### src/rtl/button_irq_ctrl.sv
// Push-button interrupt controller: synchronizes and debounces an active-low key,
// captures filtered edges and raises a maskable level interrupt behind a 4-word slave.
module button_irq_ctrl #(
  parameter int DEBOUNCE_CYCLES = 500000,
  parameter int EDGE_TYPE       = 0
) (
  input  logic        clk_clk,
  input  logic        reset_reset_n,
  input  logic        button_export,
  input  logic [1:0]  avs_address,
  input  logic        avs_chipselect,
  input  logic        avs_read,
  input  logic        avs_write,
  input  logic [31:0] avs_writedata,
  output logic [31:0] avs_readdata,
  output logic        irq
);

  localparam int CNT_W = (DEBOUNCE_CYCLES > 1) ? $clog2(DEBOUNCE_CYCLES) : 1;
  localparam logic [CNT_W-1:0] CNT_MAX = CNT_W'(DEBOUNCE_CYCLES - 1);

  logic             sync_meta;
  logic             btn_sync;
  logic             btn_db;
  logic             btn_db_d;
  logic [CNT_W-1:0] cnt;
  logic             edgecapture;
  logic             irqmask;
  logic             fall_event;
  logic             rise_event;
  logic             edge_event;
  logic             clear_wr;
  logic             mask_wr;
  logic             rd_en;
  logic [31:0]      rd_mux;

  // Only bit 0 of the write data carries meaning.
  logic unused_wdata;
  assign unused_wdata = &{1'b0, avs_writedata[31:1]};

  // Synchronizer and debouncer idle high so reset release never looks like a press.
  always_ff @(posedge clk_clk or negedge reset_reset_n) begin
    if (!reset_reset_n) begin
      sync_meta <= 1'b1;
      btn_sync  <= 1'b1;
    end else begin
      sync_meta <= button_export;
      btn_sync  <= sync_meta;
    end
  end

  always_ff @(posedge clk_clk or negedge reset_reset_n) begin
    if (!reset_reset_n) begin
      btn_db <= 1'b1;
      cnt    <= '0;
    end else if (btn_sync == btn_db) begin
      cnt <= '0;
    end else if (cnt == CNT_MAX) begin
      btn_db <= btn_sync;
      cnt    <= '0;
    end else begin
      cnt <= cnt + CNT_W'(1);
    end
  end

  always_ff @(posedge clk_clk or negedge reset_reset_n) begin
    if (!reset_reset_n) begin
      btn_db_d <= 1'b1;
    end else begin
      btn_db_d <= btn_db;
    end
  end

  assign fall_event = btn_db_d & ~btn_db;
  assign rise_event = ~btn_db_d & btn_db;

  always_comb begin
    edge_event = fall_event | rise_event;
    case (EDGE_TYPE)
      0:       edge_event = fall_event;
      1:       edge_event = rise_event;
      default: edge_event = fall_event | rise_event;
    endcase
  end

  assign clear_wr = avs_chipselect & avs_write & (avs_address == 2'd3);
  assign mask_wr  = avs_chipselect & avs_write & (avs_address == 2'd2);
  assign rd_en    = avs_chipselect & avs_read;

  // A new edge takes priority over a simultaneous clear so no event is lost.
  always_ff @(posedge clk_clk or negedge reset_reset_n) begin
    if (!reset_reset_n) begin
      edgecapture <= 1'b0;
    end else if (edge_event) begin
      edgecapture <= 1'b1;
    end else if (clear_wr) begin
      edgecapture <= 1'b0;
    end
  end

  always_ff @(posedge clk_clk or negedge reset_reset_n) begin
    if (!reset_reset_n) begin
      irqmask <= 1'b0;
    end else if (mask_wr) begin
      irqmask <= avs_writedata[0];
    end
  end

  always_comb begin
    rd_mux = 32'd0;
    case (avs_address)
      2'd0:    rd_mux = {31'd0, btn_db};
      2'd2:    rd_mux = {31'd0, irqmask};
      2'd3:    rd_mux = {31'd0, edgecapture};
      default: rd_mux = 32'd0;
    endcase
  end

  always_ff @(posedge clk_clk or negedge reset_reset_n) begin
    if (!reset_reset_n) begin
      avs_readdata <= 32'd0;
    end else if (rd_en) begin
      avs_readdata <= rd_mux;
    end
  end

  always_ff @(posedge clk_clk or negedge reset_reset_n) begin
    if (!reset_reset_n) begin
      irq <= 1'b0;
    end else begin
      irq <= edgecapture & irqmask;
    end
  end

endmodule

### config.mk
export PLATFORM = sky130hd
export DESIGN_NAME = button_irq_ctrl
export DESIGN_NICKNAME = d
export VERILOG_FILES = /design/src/rtl/button_irq_ctrl.sv
export SDC_FILE = /design/constraint.sdc
export NUM_CORES = 1
export LEC_CHECK = 0
export CAP_MARGIN = 10
export CORE_MARGIN = 5
export CORE_UTILIZATION = 41
export CTS_CLUSTER_SIZE = 10
export DETAILED_ROUTE_END_ITERATION = 6
export GPL_TIMING_DRIVEN = 1
export PLACE_DENSITY = 0.83
export SYNTH_ARGS = -nofsm -noshare
export SYNTH_HDL_FRONTEND = slang
export SYNTH_SLANG_ARGS = --single-unit
### constraint.sdc
create_clock -name clk_clk -period 1.84 [get_ports clk_clk]
set_input_delay 0.184 -clock clk_clk [delete_from_list [all_inputs] [get_ports clk_clk]]
set_output_delay 0.184 -clock clk_clk [all_outputs]
set_load 0.05 [all_outputs]
==> impl_results.md, run 1 <==
- Post-synth cell types: 36
- Synth Flop Type: dfrtp_1
- Dpl cells: 214
- Number of flops mapped to enable cells by yosys: 0
- Area contributors post-synth: dfrtp_1 37%, buf_4 15%, dfstp_2 6.8%
- Area leader, netlist: dfrtp_1
- Final global-route overflow total: 0
- Via count: 1033
- Hold-fix buffers, CTS: 0
- Root buf cell: clkbuf_8
- Multi-input gate area: 715.7 um^2
- Max clock buf depth: 2
- Syn_area_per_cell: 9.953 um^2
- Top cell type's share of synthesized area: between 30% and 40%
- Clock Skews: between 0.0015 and 0.002 ns
- Max incr delay on CP: 0.40 ns
- Total Routing Usage GR: 9.739%
- DPL Wire Length: 1906 um
- Clk pin slew, worst setup/hold paths: 0.09 ns
- Routing usage on met2: 16.22%
- Maxcap violations: 0
- First-pass GRT wire length: just under 4000 um
- First DRT Iteration DRCs: 24
- RR Endpoint: btn_db$_DFFE_PN1P_
- Final Cycle Share: 93.30%
- PwrDens: 728.6 nW/um^2
- P_leak: 0.6999 nW
- Worst-path cell chain: ha_1, and4_4, nand3_4, and4b_2, mux2_2
- R2R setup slack: 0.12 ns
- # DRC: 0
- Synth cell count leaders: 31 x buf_4, 23 x dfrtp_1, 20 x nor2_1
- Cts bufs inserted: 3
- Hold WS: 0.2624 ns
- Hold Path Class: input port to async pin
- Vias per cell: 4.739
- RSZ-0062 raised after global routing: false
- RR Startpoint: cnt[1]$_DFF_PN0_
- Peak VDD IR: 374.2 uV
- R2R depth: 5
- Crit Path Category: register to register
- Post-route ant nets: 0
- Initial antenna violation count: 0
- Count of pins over their slew limit: 0
- ANT cells: 0
- H-tree Lvls: 1
- Vias in the first global route: 891
- Netlist Area Pre-Place: 1553 um^2
- GR peak layer: met2
- GP Congestion: 0.7900
- Core Rows: 22
- Worst EP required: roughly 2 ns
- Starting Density: 42.41%
- Total negative slack: 0 ns
- WP buf/inv: 0
- Crit path arrival time: 1.93 ns
- Die Ht: 71.54 um
- Sequential fraction of the synthesis area: a little over two fifths
- I/O pins: between 70 and 80
- YS warnings: 0
- CTS tree: yes
- Clock insertion delay at the later pin of the skew report: between 0.2 and 0.3 ns
- Drt wl/cell: 11.71 um
- Largest net degree at the start of global routing: 28
- Core area: 3661 um^2
- Cells after Synth: 156
- Async set-reset flop share out of synthesis: 100.0%
- Crit-path max FO: 4
- 1st-pass router iterations: 4
- Grt met3 use: between 2 and 2.5%
- Final Critical Period: 1.717 ns
- WL final: 2552 um
- FF+latch area: 680.7 um^2
- PortBufs: 10
- Setup violators final: 0
- Post-CTS resize count: 0
- Chip width: a little over 70 um
- Crit. End Element: register
- Layout area overhead: 6.124%
- Layout cells sized above 1: 14.12%
- Num Clock Sinks: 27
- Die Footprint: 5118 um^2
- Startpoint type of the worst setup path: register
- Crit path max-delay family: simple AND/OR/NAND/NOR gates
- Endpoints failing hold: 0
- Nets@finish: 212
- Highest Clock Rate: 0.5825 GHz
- Status: complete, no violations
- Slowest-stage cell, CP: dfrtp_1
- M1 GR Usage: 11.78%
- Finished Layout Cells: 218
- Cell with the most instances after synthesis: buf_4
- #FFs+latches synth: 27
- Post-CTS Repair Setup Buffers: 0
- Fillcell total: ~370
## registers in the layout, summed over array words and instances (netlist names)
register,cells
irqmask,1
edgecapture,1
btn_db,1
irq,1
cnt,19
sync_meta,1
btn_sync,1
avs_readdata,1
btn_db_d,1
## routing by layer
| metal | share of wire [%] | wire length (um) |
|---|---|---|
| met4 | 2.0 | 50 |
| met3 | 5.0 | 127 |
| met2 | 52 | 1316 |
| met5 | 0 | 0 |
| met1 | 41 | 1057 |
## through the flow
step           total power, W  utilization (%)  cell area (um^2)  setup slack [ns]
5_1_grt              0.001242            45.01              1648           0.01658
4_1_cts              0.001208            45.01              1648            0.1054
6_report             0.001201            45.01              1648            0.1232
3_5_place_dp        0.0008732            43.75              1602            0.1232
2_1_floorplan       0.0008726                -              1665            0.1921
3_3_place_gp        0.0008693            43.75              1602            0.1577
## layout make-up
type	count	share of cell area, %
Clock buffer	3	2.506
Clock inverter	1	0.3037
Inverter	4	0.9112
Multi-Input combinational cell	121	43.43
Sequential cell	27	41.31
Tap cell	48	3.645
Timing Repair Buffer	14	7.897
## cells by family after synthesis
logic type | after synthesis | share of synthesized area [%]
compound gates | 9 | 3.788
xor+xnor | 16 | 9.025
fa+ha+maj | 1 | 0.8057
buf+inv | 38 | 17.32
flops | 27 | 43.84
mux | 4 | 2.820
other cells | 1 | 0.2415
simple gates | 60 | 22.16
## placed cells by master, fill, tap and decap left out, types with 3 or more instances in the layout
cell type and n:
inv_1 4, nor4_1 5, conb_1 31, dfstp_2 4
clkdlybuf4s50_1 10, nor2_1 20, buf_4 4, nand2_1 5
nand3_1 9, mux2_2 3, dfrtp_1 23, nand4_1 6
xnor2_1 10, clkbuf_8 3, xor2_1 6
## report_power, final
group	switching (W)	internal, W	total [W]	leakage (nW)
Combinational	0.000192	0.0000443	0.000236	0.318
Sequential	0.0000125	0.000613	0.000625	0.356
Clock	0.000187	0.000152	0.000339	0.0255
## how the worst max path moves through the flow
stage	start	endpoint	slack, ns	cells past startpoint
floorplan	cnt[0]$_DFF_PN0_	btn_db$_DFFE_PN1P_	0.19	5
finish	cnt[1]$_DFF_PN0_	btn_db$_DFFE_PN1P_	0.12	5
global placement	cnt[1]$_DFF_PN0_	btn_db$_DFFE_PN1P_	0.16	5
CTS	cnt[1]$_DFF_PN0_	btn_db$_DFFE_PN1P_	0.11	5
detailed placement	cnt[1]$_DFF_PN0_	btn_db$_DFFE_PN1P_	0.12	5
global route	cnt[1]$_DFF_PN0_	btn_db$_DFFE_PN1P_	0.02	5
No activity file was read; power rests on OpenSTA's default activity.
==> inputs of run 2 (changes only) <==
MAX_ROUTING_LAYER = met4   (was not set)
SLEW_MARGIN = 0   (was not set)
==> impl_results.md, run 2 (synthesis results as in run 1) <==
- Via count: 1037 (was 1033)
- Clk pwr share: 28.2% (was 28.3%)
- Crit path max-delay family: simple AND/OR/NAND/NOR gates (unchanged)
- H-tree Lvls: 1 (unchanged)
- Post-CTS resize count: 0 (unchanged)
- Max reg flops: 19 (unchanged)
- Highest Clock Rate: 0.5826 GHz (was 0.5825 GHz)
- Chip width: 71.54 um (unchanged)
- Startpoint type of the worst setup path: register (unchanged)
- PortBufs: 10 (unchanged)
- Count of pins over their slew limit: 0 (unchanged)
- Most flop-heavy register: cnt (unchanged)
- FF+latch area: 680.7 um^2 (unchanged)
- WP buf/inv: 0 (unchanged)
- Clock insertion delay at the later pin of the skew report: 0.28 ns (about the same)
- # DRC: 0 (unchanged)
- Layout area overhead: 6.124% (unchanged)
- Clk pin slew, worst setup/hold paths: 0.09 ns (about the same)
- CTS tree: yes (unchanged)
- Core area: 3661 um^2 (unchanged)
- Cts bufs inserted: 3 (unchanged)
- Total Routing Usage GR: 10.03% (was 9.739%)
- Die Ht: 71.54 um (unchanged)
- Core Rows: 22 (unchanged)
- Sw frac: 32.59% (was 32.62%)
- Fillcell total: 366 (unchanged)
- Crit. End Element: register (unchanged)
- Largest net degree at the start of global routing: 28 (unchanged)
- PwrDens: 728.3 nW/um^2 (was 728.6 nW/um^2)
- Status: complete, no violations (unchanged)
- Most frequent cells in the layout: 31 x conb_1, 23 x dfrtp_1, 20 x nor2_1, 10 x xnor2_1, 10 x clkdlybuf4s50_1 (unchanged)
- DPL Wire Length: 1906 um (unchanged)
- GR peak layer: met2 (unchanged)
- Cell Int Power: 0.0008090 W (about the same)
- Grt met3 use: 2.104% (unchanged)
- WL final: 2543 um (was 2552 um)
- First-pass GRT wire length: 3933 um (was 3926 um)
- Power share of the combinational group: 19.7% (about the same)
- Clock Skews: 0.001792 ns (was 0.001650 ns)
- Max incr delay on CP: 0.40 ns (about the same)
- Maxcap violations: 0 (unchanged)
- Crit Path Category: register to register (unchanged)
- Worst EP required: 2.05 ns (about the same)
- Vias per cell: 4.757 (was 4.739)
- P_leak: 0.6999 nW (unchanged)
- Peak VDD IR: 373.9 uV (was 374.2 uV)
- Routing usage on met2: 16.22% (unchanged)
- Nets@finish: 212 (unchanged)
- Max clock buf depth: 2 (unchanged)
- Setup violators final: 0 (unchanged)
- Drt wl/cell: 11.67 um (was 11.71 um)
- Crit-path max FO: 4 (unchanged)
- Post-CTS Repair Setup Buffers: 0 (unchanged)
- Final Cycle Share: 93.28% (was 93.30%)
- RSZ-0062 raised after global routing: false (unchanged)
- Multi-input gate area: 715.7 um^2 (unchanged)
- Die Footprint: 5118 um^2 (unchanged)
- Commonest non-fill, non-tap cell in the layout: conb_1 (unchanged)
- 1st-pass router iterations: 4 (unchanged)
- Vias in the first global route: 892 (was 891)
- Total power: 0.001200 W (was 0.001201 W)
- Total negative slack: 0 ns (unchanged)
- I/O pins: 73 (unchanged)
- Layout cells sized above 1: 14.12% (unchanged)
- Hold-fix buffers, CTS: 0 (unchanged)
- Hold Path Class: input port to async pin (unchanged)
- Final Critical Period: 1.716 ns (was 1.717 ns)
- Starting Density: 42.41% (unchanged)
- Endpoints failing hold: 0 (unchanged)
- Worst-path cell chain: ha_1, and4_4, nand3_4, and4b_2, mux2_2 (unchanged)
- Slowest-stage cell, CP: dfrtp_1 (unchanged)
- ANT cells: 0 (unchanged)
- Crit path arrival time: 1.93 ns (about the same)
- Psw: 0.0003911 W (was 0.0003917 W)
- M1 GR Usage: 11.78% (unchanged)
- Flop pwr share: 52.1% (about the same)
- First DRT Iteration DRCs: 19 (was 24)
- Initial antenna violation count: 0 (unchanged)
- GP Congestion: 0.8011 (was 0.7900)
- Final global-route overflow total: 0 (unchanged)
- Post-route ant nets: 0 (unchanged)
- Root buf cell: clkbuf_8 (unchanged)
- Num Clock Sinks: 27 (unchanged)
[run 2: cell counts in the layout (fill, tap and decap cells not counted)]
Identical to the previous run, type by type.
[run 2: power groups by stage]
| stage | clock, W | combinational [W] | sequential, W |
|---|---|---|---|
| 6_report | 0.000339 | 0.000236 | 0.000625 |
| 2_1_floorplan | 0 | 0.000223 | 0.000650 |
| 3_3_place_gp | 0 | 0.000234 | 0.000635 |
| 4_1_cts | 0.000347 | 0.000236 | 0.000626 |
| 5_1_grt | 0.000364 | 0.000250 | 0.000629 |
| 3_5_place_dp | 0 | 0.000236 | 0.000637 |
[run 2: routing by layer]
| layer | wire length, um | vias up |
|---|---|---|
| li1 | - | 499 |
| met1 | 1057 | 508 |
| met2 | 1311 | 25 |
| met3 | 124 | 5 |
| met4 | 50 | 0 |
| met5 | 0 | - |
[run 2: per-stage QoR]
stage	std cells	worst slack (ns)	hold WS (ns)	cell area (um^2)	utilization, %
3_3_place_gp	214	0.1577	0.3462	1602	43.75
2_1_floorplan	186	0.1921	-0.1116	1665	-
5_1_grt	218	0.01657	0.3050	1648	45.01
4_1_cts	218	0.1054	0.2791	1648	45.01
3_5_place_dp	214	0.1232	0.3478	1602	43.75
6_report	218	0.1236	0.2644	1648	45.01
[run 2: final timing paths]
check                                     from             endpoint  slack [ns]  depth (start not counted)
max reg2reg                   cnt[1]$_DFF_PN0_   btn_db$_DFFE_PN1P_        0.12                          5
max                           cnt[1]$_DFF_PN0_   btn_db$_DFFE_PN1P_        0.12                          5
min in group clk_clk             button_export  sync_meta$_DFF_PN1_        0.31                          1
min reg2reg                sync_meta$_DFF_PN1_   btn_sync$_DFF_PN1_        0.36                          0
max in group asynchronous        reset_reset_n  sync_meta$_DFF_PN1_        1.28                          2
min                              reset_reset_n    cnt[13]$_DFF_PN0_        0.26                          2
[run 2: cell type report]
class                      count  share of cell area [%]
multi-input combinational    121                   43.43
sequential                    27                   41.31
timing repair buffer          14                   7.897
tap                           48                   3.645
clock buffer                   3                   2.506
inverter                       4                  0.9112
clock inverter                 1                  0.3037
[run 2: worst register-to-register path, stage by stage, from the launching register on]
cell	delay, ns
dfrtp_1	0.40
ha_1	0.25
and4_4	0.26
nand3_4	0.09
and4b_2	0.32
mux2_2	0.33
==> inputs of run 3 (changes only) <==
ABC_AREA = 1   (was not set)
CAP_MARGIN = 20   (was 10)
CORE_UTILIZATION = 45   (was 41)
PLACE_DENSITY = 0.88   (was 0.83)
clock period = 2.05 ns   (was 1.84 ns; I/O delays follow)
==> impl_results.md, run 3 <==
- Die Ht: 70.33 um (was 71.54 um)
- Power share of the combinational group: 18.3% (was 19.7%)
- P_leak: 0.7662 nW (was 0.6999 nW)
- Vias per cell: 4.508 (was 4.757)
- Simple-Gate Fraction of Synth Area: 27.96% (was 22.16%)
- Max incr delay on CP: 0.81 ns (was 0.40 ns)
- Vias in the first global route: 1178 (was 892)
- Dpl cells: 258 (was 214)
- Max reg flops: 19 (unchanged)
- I/O pins: 73 (unchanged)
- Area contributors post-synth: dfrtp_1 35%, buf_4 14%, nor2_1 8.3% (was dfrtp_1 37%, buf_4 15%, dfstp_2 6.8%)
- Starting Density: 45.42% (was 42.41%)
- First DRT Iteration DRCs: 66 (was 19)
- Crit-path max FO: 2 (was 4)
- Area leader, netlist: dfrtp_1 (unchanged)
- #FFs+latches synth: 27 (unchanged)
- Number of flops mapped to enable cells by yosys: 0 (unchanged)
- PwrDens: 610.1 nW/um^2 (was 728.3 nW/um^2)
- First-pass GRT wire length: 4774 um (was 3933 um)
- Root buf cell: clkbuf_8 (unchanged)
- Most frequent cells in the layout: 36 x nor2_1, 31 x conb_1, 29 x nand2_1, 23 x dfrtp_1, 18 x inv_1 (was 31 x conb_1, 23 x dfrtp_1, 20 x nor2_1, 10 x xnor2_1, 10 x clkdlybuf4s50_1)
- Synth Flop Type: dfrtp_1 (unchanged)
- Flop pwr share: 52.5% (was 52.1%)
- Crit. End Element: primary output (was register)
- Setup violators final: 0 (unchanged)
- H-tree Lvls: 1 (unchanged)
- Final Cycle Share: 80.54%
- Crit Path Category: register to primary output (was register to register)
- Count of pins over their slew limit: 0 (unchanged)
- XOR/XNOR Fraction of Synth Area: 6.341% (was 9.025%)
- CTS tree: yes (unchanged)
- WL final: 2841 um (was 2543 um)
- Sw frac: 32.46% (was 32.59%)
- Core area: 3606 um^2 (was 3661 um^2)
- Crit path max-delay family: buffers and inverters (was simple AND/OR/NAND/NOR gates)
- Via count: 1181 (was 1037)
- Drt wl/cell: 10.84 um (was 11.67 um)
- Maxcap violations: 0 (unchanged)
- Endpoints failing hold: 0 (unchanged)
- Highest Clock Rate: 0.6057 GHz
- Slowest-stage cell, CP: clkdlybuf4s50_1 (was dfrtp_1)
- Total negative slack: 0 ns (unchanged)
- Initial antenna violation count: 0 (unchanged)
- Layout cells sized above 1: 13.08% (was 14.12%)
- Peak VDD IR: 392.9 uV (was 373.9 uV)
- Post-route ant nets: 0 (unchanged)
- Syn_area_per_cell: 8.189 um^2 (was 9.953 um^2)
- PortBufs: 10 (unchanged)
- Clk pin slew, worst setup/hold paths: 0.09 ns (about the same)
- WP buf/inv: 1 (was 0)
- Finished Layout Cells: 262 (was 218)
- Post-CTS resize count: 0 (unchanged)
- Async set-reset flop share out of synthesis: 100.0% (unchanged)
- Sequential fraction of the synthesis area: 41.56% (was 43.84%)
- Status: complete, no violations (unchanged)
- Cells after Synth: 200 (was 156)
- DPL Wire Length: 2142 um (was 1906 um)
- Clk pwr share: 29.1% (was 28.2%)
- Clock Skews: 0.002900 ns (was 0.001792 ns)
- Worst-Margin Slew: 0.5010 ns
- Core Rows: 22 (unchanged)
- GP Congestion: 0.9272 (was 0.8011)
- Most flop-heavy register: cnt (unchanged)
- Nets@finish: 256 (was 212)
- Layout area overhead: 5.730% (was 6.124%)
- Hold-fix buffers, CTS: 0 (unchanged)
- Crit path arrival time: 1.45 ns (was 1.93 ns)
- Largest net degree at the start of global routing: 28 (unchanged)
- Adder-cell share of the synthesized area: 0.7639% (was 0.8058%)
- Post-synth cell types: 25 (was 36)
- 1st-pass router iterations: 4 (unchanged)
- Psw: 0.0003429 W (was 0.0003911 W)
- Die Footprint: 4946 um^2 (was 5118 um^2)
- Top cell type's share of synthesized area: 35.14% (was 37.07%)
- ANT cells: 0 (unchanged)
- Cts bufs inserted: 3 (unchanged)
- Netlist Area Pre-Place: 1638 um^2 (was 1553 um^2)
- Largest family of logic cells by synthesized area: simple AND/OR/NAND/NOR gates (unchanged)
- Num Clock Sinks: 27 (unchanged)
- Clock insertion delay at the later pin of the skew report: 0.28 ns (about the same)
- Post-CTS Repair Setup Buffers: 0 (unchanged)
- Final Critical Period: 1.651 ns
- Worst EP required: 1.85 ns (was 2.05 ns)
- YS warnings: 0 (unchanged)
- Worst rel slew slack: 66.49%
- Synth cell count leaders: 36 x nor2_1, 31 x buf_4, 29 x nand2_1 (was 31 x buf_4, 23 x dfrtp_1, 20 x nor2_1)
- Total Routing Usage GR: 12.36% (was 10.03%)
- Cell with the most instances after synthesis: nor2_1 (was buf_4)
- Util after Layout: 48.02% (was 45.01%)
- Multiplexer area fraction after synthesis: 0.6875% (was 2.820%)
- Complex-gate fraction of the synthesized area: 3.667% (was 3.787%)
- Worst-path cell chain: clkdlybuf4s50_1 (was ha_1, and4_4, nand3_4, and4b_2, mux2_2)
- Chip width: 70.33 um (was 71.54 um)
- Startpoint type of the worst setup path: register (unchanged)
- Commonest non-fill, non-tap cell in the layout: nor2_1 (was conb_1)
- RSZ-0062 raised after global routing: false (unchanged)
- Cell Int Power: 0.0007136 W (was 0.0008090 W)
- Hold Path Class: input port to async pin (unchanged)
- Max clock buf depth: 2 (unchanged)
- # DRC: 0 (unchanged)
- Final global-route overflow total: 0 (unchanged)
-- run 3: path summary, 6_finish.rpt --
check                                       startpoint                  end  slack (ns)  cells past startpoint
max                        avs_readdata[0]$_DFFE_PN0P_      avs_readdata[0]        0.40                      1
min                                      reset_reset_n     cnt[4]$_DFF_PN0_        0.29                      2
max reg2reg                           cnt[0]$_DFF_PN0_    cnt[16]$_DFF_PN0_        0.65                      8
min reg2reg                        sync_meta$_DFF_PN1_   btn_sync$_DFF_PN1_        0.36                      0
max in group asynchronous                reset_reset_n   btn_db_d$_DFF_PN1_        1.46                      2
min in group clk_clk                     button_export  sync_meta$_DFF_PN1_        0.32                      1
-- run 3: area by class of cell --
class	instances	area, um^2
timing repair buffer	11	107.6
multi-input combinational	152	762.0
tap	48	60.06
sequential	27	680.7
clock buffer	3	41.29
fill	359	1874
inverter	20	75.07
clock inverter	1	5.005
-- run 3: kinds of logic after synthesis --
| group | Yosys count |
|---|---|
| and+or+nand+nor | 98 |
| AOI/OAI and AO/OA | 10 |
| xor gates and xnor gates | 11 |
| muxes | 1 |
| other | 1 |
| DFF | 27 |
| adders and majority gates | 1 |
| buffers and inverters | 51 |
-- run 3: routing by layer --
metal | vias to the layer above | track usage (%) | routed length, um
met3 | 9 | 2.158 | 203
met2 | 39 | 19.65 | 1426
met4 | 0 | 10.00 | 85
met1 | 547 | 13.42 | 1126
met5 | - | - | 0
li1 | 586 | - | -
-- run 3: metrics by stage --
stage | worst slack, ns | hold slack [ns] | instance area [um^2] | power, W
4_1_cts | 0.3788 | 0.2947 | 1732 | 0.001070
5_1_grt | 0.3503 | 0.3069 | 1732 | 0.001102
6_report | 0.3989 | 0.2885 | 1732 | 0.001056
2_1_floorplan | 0.8025 | -0.09059 | 1750 | 0.0007647
3_3_place_gp | 0.6735 | 0.3460 | 1685 | 0.0007563
3_5_place_dp | 0.6567 | 0.3481 | 1685 | 0.0007590
-- run 3: power by group through the flow --
stage	Sequential, W	Clock, W	Combinational, W
4_1_cts	0.000555	0.000322	0.000194
3_3_place_gp	0.000565	0	0.000191
6_report	0.000555	0.000308	0.000194
5_1_grt	0.000557	0.000340	0.000205
3_5_place_dp	0.000565	0	0.000194
2_1_floorplan	0.000569	0	0.000195
